--- src/rtl/vga_pkg.sv ---
// vga_pkg: shared constants for the 640x480 @ 60 Hz VGA raster.
// Holds the timing numbers, derived totals, colour constants and a small
// window-compare helper used by the axis counters.
package vga_pkg;

  localparam int COORD_W = 11;

  // Horizontal timing, in pixel clocks
  localparam int H_VISIBLE = 640;
  localparam int H_FP      = 16;
  localparam int H_SYNC    = 96;
  localparam int H_BP      = 48;
  localparam int H_TOTAL   = H_VISIBLE + H_FP + H_SYNC + H_BP;  // 800

  // Vertical timing, in lines
  localparam int V_VISIBLE = 480;
  localparam int V_FP      = 10;
  localparam int V_SYNC    = 2;
  localparam int V_BP      = 33;
  localparam int V_TOTAL   = V_VISIBLE + V_FP + V_SYNC + V_BP;  // 525

  // Level driven on hs/vs while the sync pulse is active
  localparam logic SYNC_ACTIVE = 1'b0;

  // 12-bit colours, {R[3:0],G[3:0],B[3:0]}
  localparam logic [11:0] COLOR_BLACK = 12'h000;
  localparam logic [11:0] COLOR_RED   = 12'hF00;
  localparam logic [11:0] COLOR_BLUE  = 12'h00F;

  typedef struct packed {
    logic [3:0] r;
    logic [3:0] g;
    logic [3:0] b;
  } rgb_t;

  // True when lo <= v < hi
  function automatic logic in_window(input logic [COORD_W-1:0] v,
                                     input int lo, input int hi);
    return (int'(v) >= lo) && (int'(v) < hi);
  endfunction

endpackage

--- src/rtl/vga_axis_counter.sv ---
// vga_axis_counter: one raster axis (horizontal or vertical).
// Counts 0..TOTAL-1 while enabled and wraps to 0. Besides the registered
// count it exposes the next count and the active/sync levels that the next
// count implies, so the parent can register its flags in lock-step with
// the counter.
module vga_axis_counter
  import vga_pkg::*;
#(
  parameter int   VISIBLE    = H_VISIBLE,
  parameter int   FP         = H_FP,
  parameter int   SYNC       = H_SYNC,
  parameter int   BP         = H_BP,
  parameter logic SYNC_LEVEL = SYNC_ACTIVE
) (
  input  logic               clk_25MHz,
  input  logic               reset,
  input  logic               enable,
  output logic [COORD_W-1:0] count,
  output logic [COORD_W-1:0] count_next,
  output logic               wrap,
  output logic               active_next,
  output logic               sync_next
);

  localparam int TOTAL = VISIBLE + FP + SYNC + BP;
  localparam logic [COORD_W-1:0] LAST = COORD_W'(TOTAL - 1);

  logic [COORD_W-1:0] count_reg;

  // Next count, wrap strobe and the window flags derived from the next count
  always_comb begin
    wrap       = enable && (count_reg == LAST);
    count_next = count_reg;
    if (wrap) begin
      count_next = '0;
    end else if (enable) begin
      count_next = count_reg + COORD_W'(1);
    end
    active_next = in_window(count_next, 0, VISIBLE);
    sync_next   = in_window(count_next, VISIBLE + FP, VISIBLE + FP + SYNC)
                  ? SYNC_LEVEL : ~SYNC_LEVEL;
  end

  // Counter register, cleared immediately by reset
  always_ff @(posedge clk_25MHz or posedge reset) begin
    if (reset) begin
      count_reg <= '0;
    end else begin
      count_reg <= count_next;
    end
  end

  assign count = count_reg;

endmodule

--- src/rtl/vga_timing_gen.sv ---
// vga_timing_gen: 640x480 @ 60 Hz VGA timing generator on the 25 MHz clock.
// Produces hcount/vcount/blank/frame_end for the drawing blocks, hs/vs for
// the connector, and gates the drawing block's colour to black in blanking.
// Build option: define VGA_PIPE_ALIGN_EN to register colorIn and delay hs,
// vs and the RGB blanking by one clock, matching a drawing block whose
// colour output is registered. Raster outputs are unaffected by it.
module vga_timing_gen
  import vga_pkg::*;
(
  input  logic               clk_25MHz,
  input  logic               reset,
  input  logic [11:0]        colorIn,
  output logic [COORD_W-1:0] hcount,
  output logic [COORD_W-1:0] vcount,
  output logic               blank,
  output logic               frame_end,
  output logic               hs,
  output logic               vs,
  output logic [3:0]         vgaRed,
  output logic [3:0]         vgaGreen,
  output logic [3:0]         vgaBlue
);

  localparam logic [COORD_W-1:0] H_LAST = COORD_W'(H_TOTAL - 1);
  localparam logic [COORD_W-1:0] V_LAST = COORD_W'(V_TOTAL - 1);

  logic [COORD_W-1:0] h_count_next;
  logic [COORD_W-1:0] v_count_next;
  logic               h_wrap;
  logic               v_wrap_unused;
  logic               h_active_next;
  logic               v_active_next;
  logic               h_sync_next;
  logic               v_sync_next;

  logic blank_reg, blank_next;
  logic frame_end_reg, frame_end_next;
  logic hs_reg, vs_reg;

  vga_axis_counter #(
    .VISIBLE    (H_VISIBLE),
    .FP         (H_FP),
    .SYNC       (H_SYNC),
    .BP         (H_BP),
    .SYNC_LEVEL (SYNC_ACTIVE)
  ) u_h_axis (
    .clk_25MHz   (clk_25MHz),
    .reset       (reset),
    .enable      (1'b1),
    .count       (hcount),
    .count_next  (h_count_next),
    .wrap        (h_wrap),
    .active_next (h_active_next),
    .sync_next   (h_sync_next)
  );

  // The line counter steps only when the pixel counter wraps
  vga_axis_counter #(
    .VISIBLE    (V_VISIBLE),
    .FP         (V_FP),
    .SYNC       (V_SYNC),
    .BP         (V_BP),
    .SYNC_LEVEL (SYNC_ACTIVE)
  ) u_v_axis (
    .clk_25MHz   (clk_25MHz),
    .reset       (reset),
    .enable      (h_wrap),
    .count       (vcount),
    .count_next  (v_count_next),
    .wrap        (v_wrap_unused),
    .active_next (v_active_next),
    .sync_next   (v_sync_next)
  );

  // Raster flags for the position the counters are about to enter
  always_comb begin
    blank_next     = ~(h_active_next & v_active_next);
    frame_end_next = (h_count_next == H_LAST) && (v_count_next == V_LAST);
  end

  // Flag registers; reset state matches position (0,0), which is visible
  always_ff @(posedge clk_25MHz or posedge reset) begin
    if (reset) begin
      blank_reg     <= 1'b0;
      frame_end_reg <= 1'b0;
      hs_reg        <= ~SYNC_ACTIVE;
      vs_reg        <= ~SYNC_ACTIVE;
    end else begin
      blank_reg     <= blank_next;
      frame_end_reg <= frame_end_next;
      hs_reg        <= h_sync_next;
      vs_reg        <= v_sync_next;
    end
  end

  assign blank     = blank_reg;
  assign frame_end = frame_end_reg;

  logic [11:0] color_src;
  logic        blank_gate;

`ifdef VGA_PIPE_ALIGN_EN
  logic [11:0] color_reg;
  logic        blank_d_reg;
  logic        hs_d_reg;
  logic        vs_d_reg;

  // One-clock alignment stage for colour, blanking and syncs
  always_ff @(posedge clk_25MHz or posedge reset) begin
    if (reset) begin
      color_reg   <= COLOR_BLACK;
      blank_d_reg <= 1'b1;
      hs_d_reg    <= ~SYNC_ACTIVE;
      vs_d_reg    <= ~SYNC_ACTIVE;
    end else begin
      color_reg   <= colorIn;
      blank_d_reg <= blank_reg;
      hs_d_reg    <= hs_reg;
      vs_d_reg    <= vs_reg;
    end
  end

  assign color_src  = color_reg;
  assign blank_gate = blank_d_reg;
  assign hs         = hs_d_reg;
  assign vs         = vs_d_reg;
`else
  assign color_src  = colorIn;
  assign blank_gate = blank_reg;
  assign hs         = hs_reg;
  assign vs         = vs_reg;
`endif

  // Per-channel blanking: channel 0 is red (bits 11:8), 2 is blue (3:0)
  logic [3:0] chan [3];
  for (genvar gi = 0; gi < 3; gi++) begin : g_chan
    assign chan[gi] = blank_gate ? 4'h0 : color_src[11 - 4*gi -: 4];
  end

  rgb_t pin_rgb;
  assign pin_rgb  = {chan[0], chan[1], chan[2]};
  assign vgaRed   = pin_rgb.r;
  assign vgaGreen = pin_rgb.g;
  assign vgaBlue  = pin_rgb.b;

endmodule

--- config.mk ---
export PLATFORM = sky130hd
export DESIGN_NAME = vga_timing_gen
export DESIGN_NICKNAME = d
export VERILOG_FILES = /design/src/rtl/vga_pkg.sv /design/src/rtl/vga_axis_counter.sv /design/src/rtl/vga_timing_gen.sv
export SDC_FILE = /design/constraint.sdc
export NUM_CORES = 1
export LEC_CHECK = 0
export BUFFER_PORTS_ARGS = -buffer_cell sky130_fd_sc_hd__buf_2
export CAP_MARGIN = 20
export CORE_MARGIN = 2
export CORE_UTILIZATION = 45
export DETAILED_ROUTE_END_ITERATION = 6
export PLACE_DENSITY = 0.71
export REMOVE_ABC_BUFFERS = 1
export SETUP_SLACK_MARGIN = 0.02
export SYNTH_ARGS = -nofsm -noshare
export SYNTH_HDL_FRONTEND = slang
export SYNTH_SLANG_ARGS = --single-unit
--- constraint.sdc ---
create_clock -name clk_25MHz -period 2.8 [get_ports clk_25MHz]
set_input_delay 0.28 -clock clk_25MHz [delete_from_list [all_inputs] [get_ports clk_25MHz]]
set_output_delay 0.28 -clock clk_25MHz [all_outputs]
set_load 0.05 [all_outputs]
==> out/qor.csv <==
metric,value,unit
Die X-Extent,67.5,um
die extent in y,67.5,um
Boundary Pins,52,
clock buffers created by TritonCTS,3,
clock latency at the later pin of the worst-skew pair,0.27,ns
DRC violation count after routing,0,
DRC marker count from the first detailed-route iteration,147,
Buffers on Ports,51,
Max transition margin,69.7,%
"top library cells by usage in the layout, fill and taps aside","buf_2 (51), dfrtp_1 (24), nand2_1 (14), nand3_1 (13), nor2b_1 (13)",
mean cell area of the mapped netlist,9.29,sq um
pin count of the biggest net entering global routing,27,
deepest level of the CTS H-tree,1,
total global routing track utilization,20.6,%
Yosys reg bits,26,
number of pins exceeding their max-slew limit in the final report,0,
type of the worst setup path,reg2reg,
antenna violations before repair,0,
post-detailed-route via-to-cell ratio,5.66,
Final Hold Vio Count,0,
areal power density over the cells,314,nW/um^2
effective utilization at floorplan,46.0,%
Worst path slowest cell,or4_1,
number of enable-type register cells in the synthesized netlist,0,
# Max-Cap Violations,0,
crit share post-route,83.1,%
total area of sequential cells,653,sq um
number of routed nets with antenna violations,0,
number of global-route vias before repair,1532,
Compound-Gate Fraction of Synth Area,13.7,%
cell class contributing the biggest share of worst-path delay,simple AND/OR/NAND/NOR gates,
# rows,23,
proportion of layout cells with a drive suffix above 1,31.7,%
fraction of synthesized area in multiplexers,0.622,%
number of search-and-repair iterations in the first detailed-routing pass,4,
sum of overflow across all layers after global routing,0,
largest family of logic cells by synthesized area,simple AND/OR/NAND/NOR gates,
Buf/Inv on CP,0,
max frequency,0.430,GHz
sequential element share of the synthesized area,36.0,%
hold slack,0.490,ns
Synth Cell Area,1810,sq um
number of failing setup endpoints in the final timing report,0,
Setup TNS,0,ns
LEAKAGE,0.995,nW
routed length per instance,14.4,um
area share of xor/xnor cells in the synthesized design,7.73,%
yosys warns,0,
status,"finished, final reports clean",
required time worst endpoint,2.98,ns
global placement routability congestion,0.959,
sum of routed wire length over all layers,4.27,mm
detailed-placement wirelength estimate,3.21,mm
asr flop ratio synth,100,%
wire length of the first global-routing pass,7.25,mm
clk_skew,0.0110,ns
via count,1675,
actual transition at the worst max-transition pin,0.450,ns
number of setup buffers added after CTS,0,
Setup crit end kind,flop,
count of filler cells inserted in the layout,363,
TritonCTS clock tree,yes,
Diodes inserted,0,
Std-Cell Core Area,3940,sq um
leading register cell type out of synthesis,dfrtp_1,
Post-Synth Adder-Cell Area,2.07,%
post-CTS clock slew at the launch and capture registers of the worst setup and hold paths,0.10,ns
setup repair after global routing missed its margin,false,
number of instances in the synthesized netlist,195,
"Largest stage delay, worst path",0.53,ns
number of buffers between clock root and the deepest sink,2,
Final Critical Period,2.33,ns
CTS root buffer,clkbuf_8,
Max VDD drop,198,uV
simple-gate portion of the synthesized area,34.7,%
Min-Delay Path Class,in2async,
sink count of the clock tree,26,
number of distinct library cells after synthesis,55,
overall die area,4550,sq um
multi-input gate area in the final layout,1070,sq um
area added between synthesis and finish,20.9,%
Final Net Count,264,
worst path arrival time,2.51,ns
most frequent standard cell in the layout excluding fill and tap cells,buf_2,
cell-by-cell trace of the critical path,"ha_1, and4_1, nand4_2, xor2_1, o31a_2, or4_1",
critical path launch point type,flop,
largest driver fanout on the critical path,6,
-- synthesized netlist by cell type (all sizes together) (3+ instances only) --
master	instances	area [sq um]
o31ai	3	22.5
dfrtp	24	601
nand4bb	3	43.8
inv	8	30.0
nand2	14	52.6
o21ai	10	50.0
nand4	9	77.6
nand3	13	65.1
nor2b	13	81.3
nor2	10	37.5
nor4	3	25.0
xor2	4	35.0
and4	5	46.3
clkbuf	5	18.8
and2	4	25.0
ha	3	37.5
nor3	4	36.3
xnor2	12	105
a21oi	4	20.0
buf	5	43.8
and3	3	21.3
o211ai	3	22.5
or3	5	31.3
-- cells by family (layout without fill, tap and decap cells) --
kind of cell | after synthesis | after routing
and+or+nand+nor | 96 | 96
muxes | 1 | 1
adders and majority gates | 3 | 3
xor gates and xnor gates | 16 | 16
DFF | 26 | 26
buffers and inverters | 18 | 69
AOI/OAI and AO/OA | 35 | 35
-- layout make-up --
class | count | area share, %
inverter | 8 | 1.37
sequential | 26 | 29.8
multi-input combinational | 151 | 48.7
clock buffer | 4 | 2.51
tap | 50 | 2.86
timing repair buffer | 57 | 14.7
-- final timing paths --
check                                                 start                          end  slack (ns)  cells after the start
worst max register to register  u_h_axis.count[0]$_DFF_PP0_                 vs$_DFF_PP1_        0.47                      6
min in group clk_25MHz          u_h_axis.count[0]$_DFF_PP0_  u_h_axis.count[0]$_DFF_PP0_        0.54                      1
worst min-delay path                                  reset  u_h_axis.count[7]$_DFF_PP0_        0.49                      3
max in group asynchronous                             reset                 vs$_DFF_PP1_        1.82                      4
worst max-delay path            u_h_axis.count[0]$_DFF_PP0_                 vs$_DFF_PP1_        0.47                      6
worst min register to register  u_h_axis.count[0]$_DFF_PP0_  u_h_axis.count[0]$_DFF_PP0_        0.54                      1
-- layer usage --
layer / vias to the layer above / share of wire [%] / global-route usage [%]
li1: 824 / - / -
met1: 794 / 46 / 27.7
met2: 51 / 48 / 34.3
met3: 6 / 4.9 / 2.50
met4: 0 / 1.3 / 6.63
met5: - / 0 / 0
-- metrics by stage --
step                setup WS [ns]  util (%)  power, mW  instances  area, sq um
floorplan                   0.136         -      0.427        185         1750
global placement            0.478      53.2      0.445        290         2100
detailed placement          0.490      53.2      0.446        290         2100
CTS                         0.473      54.6      0.689        294         2150
global route                0.331      55.5      0.714        296         2190
finish                      0.474      55.5      0.688        296         2190
-- power breakdown --
part           leakage, nW  switching, mW  internal (mW)
clock               0.0288          0.119          0.126
sequential           0.342              0          0.375
combinational        0.624         0.0470         0.0212
total                0.995          0.166          0.522
-- worst reg2reg max path: stages (launching register included) --
cell	delay, ns
dfrtp_1	0.43
ha_1	0.30
and4_1	0.33
nand4_2	0.14
xor2_1	0.17
o31a_2	0.34
or4_1	0.53
-- repair_timing --
action                                 in CTS  in global routing
hold buffers                                0                  1
gates resized for setup                     0                  0
setup endpoints to repair                   0                  0
endpoints found under the hold margin       0                  4
Note: power is estimated with default switching activity, not from simulation.
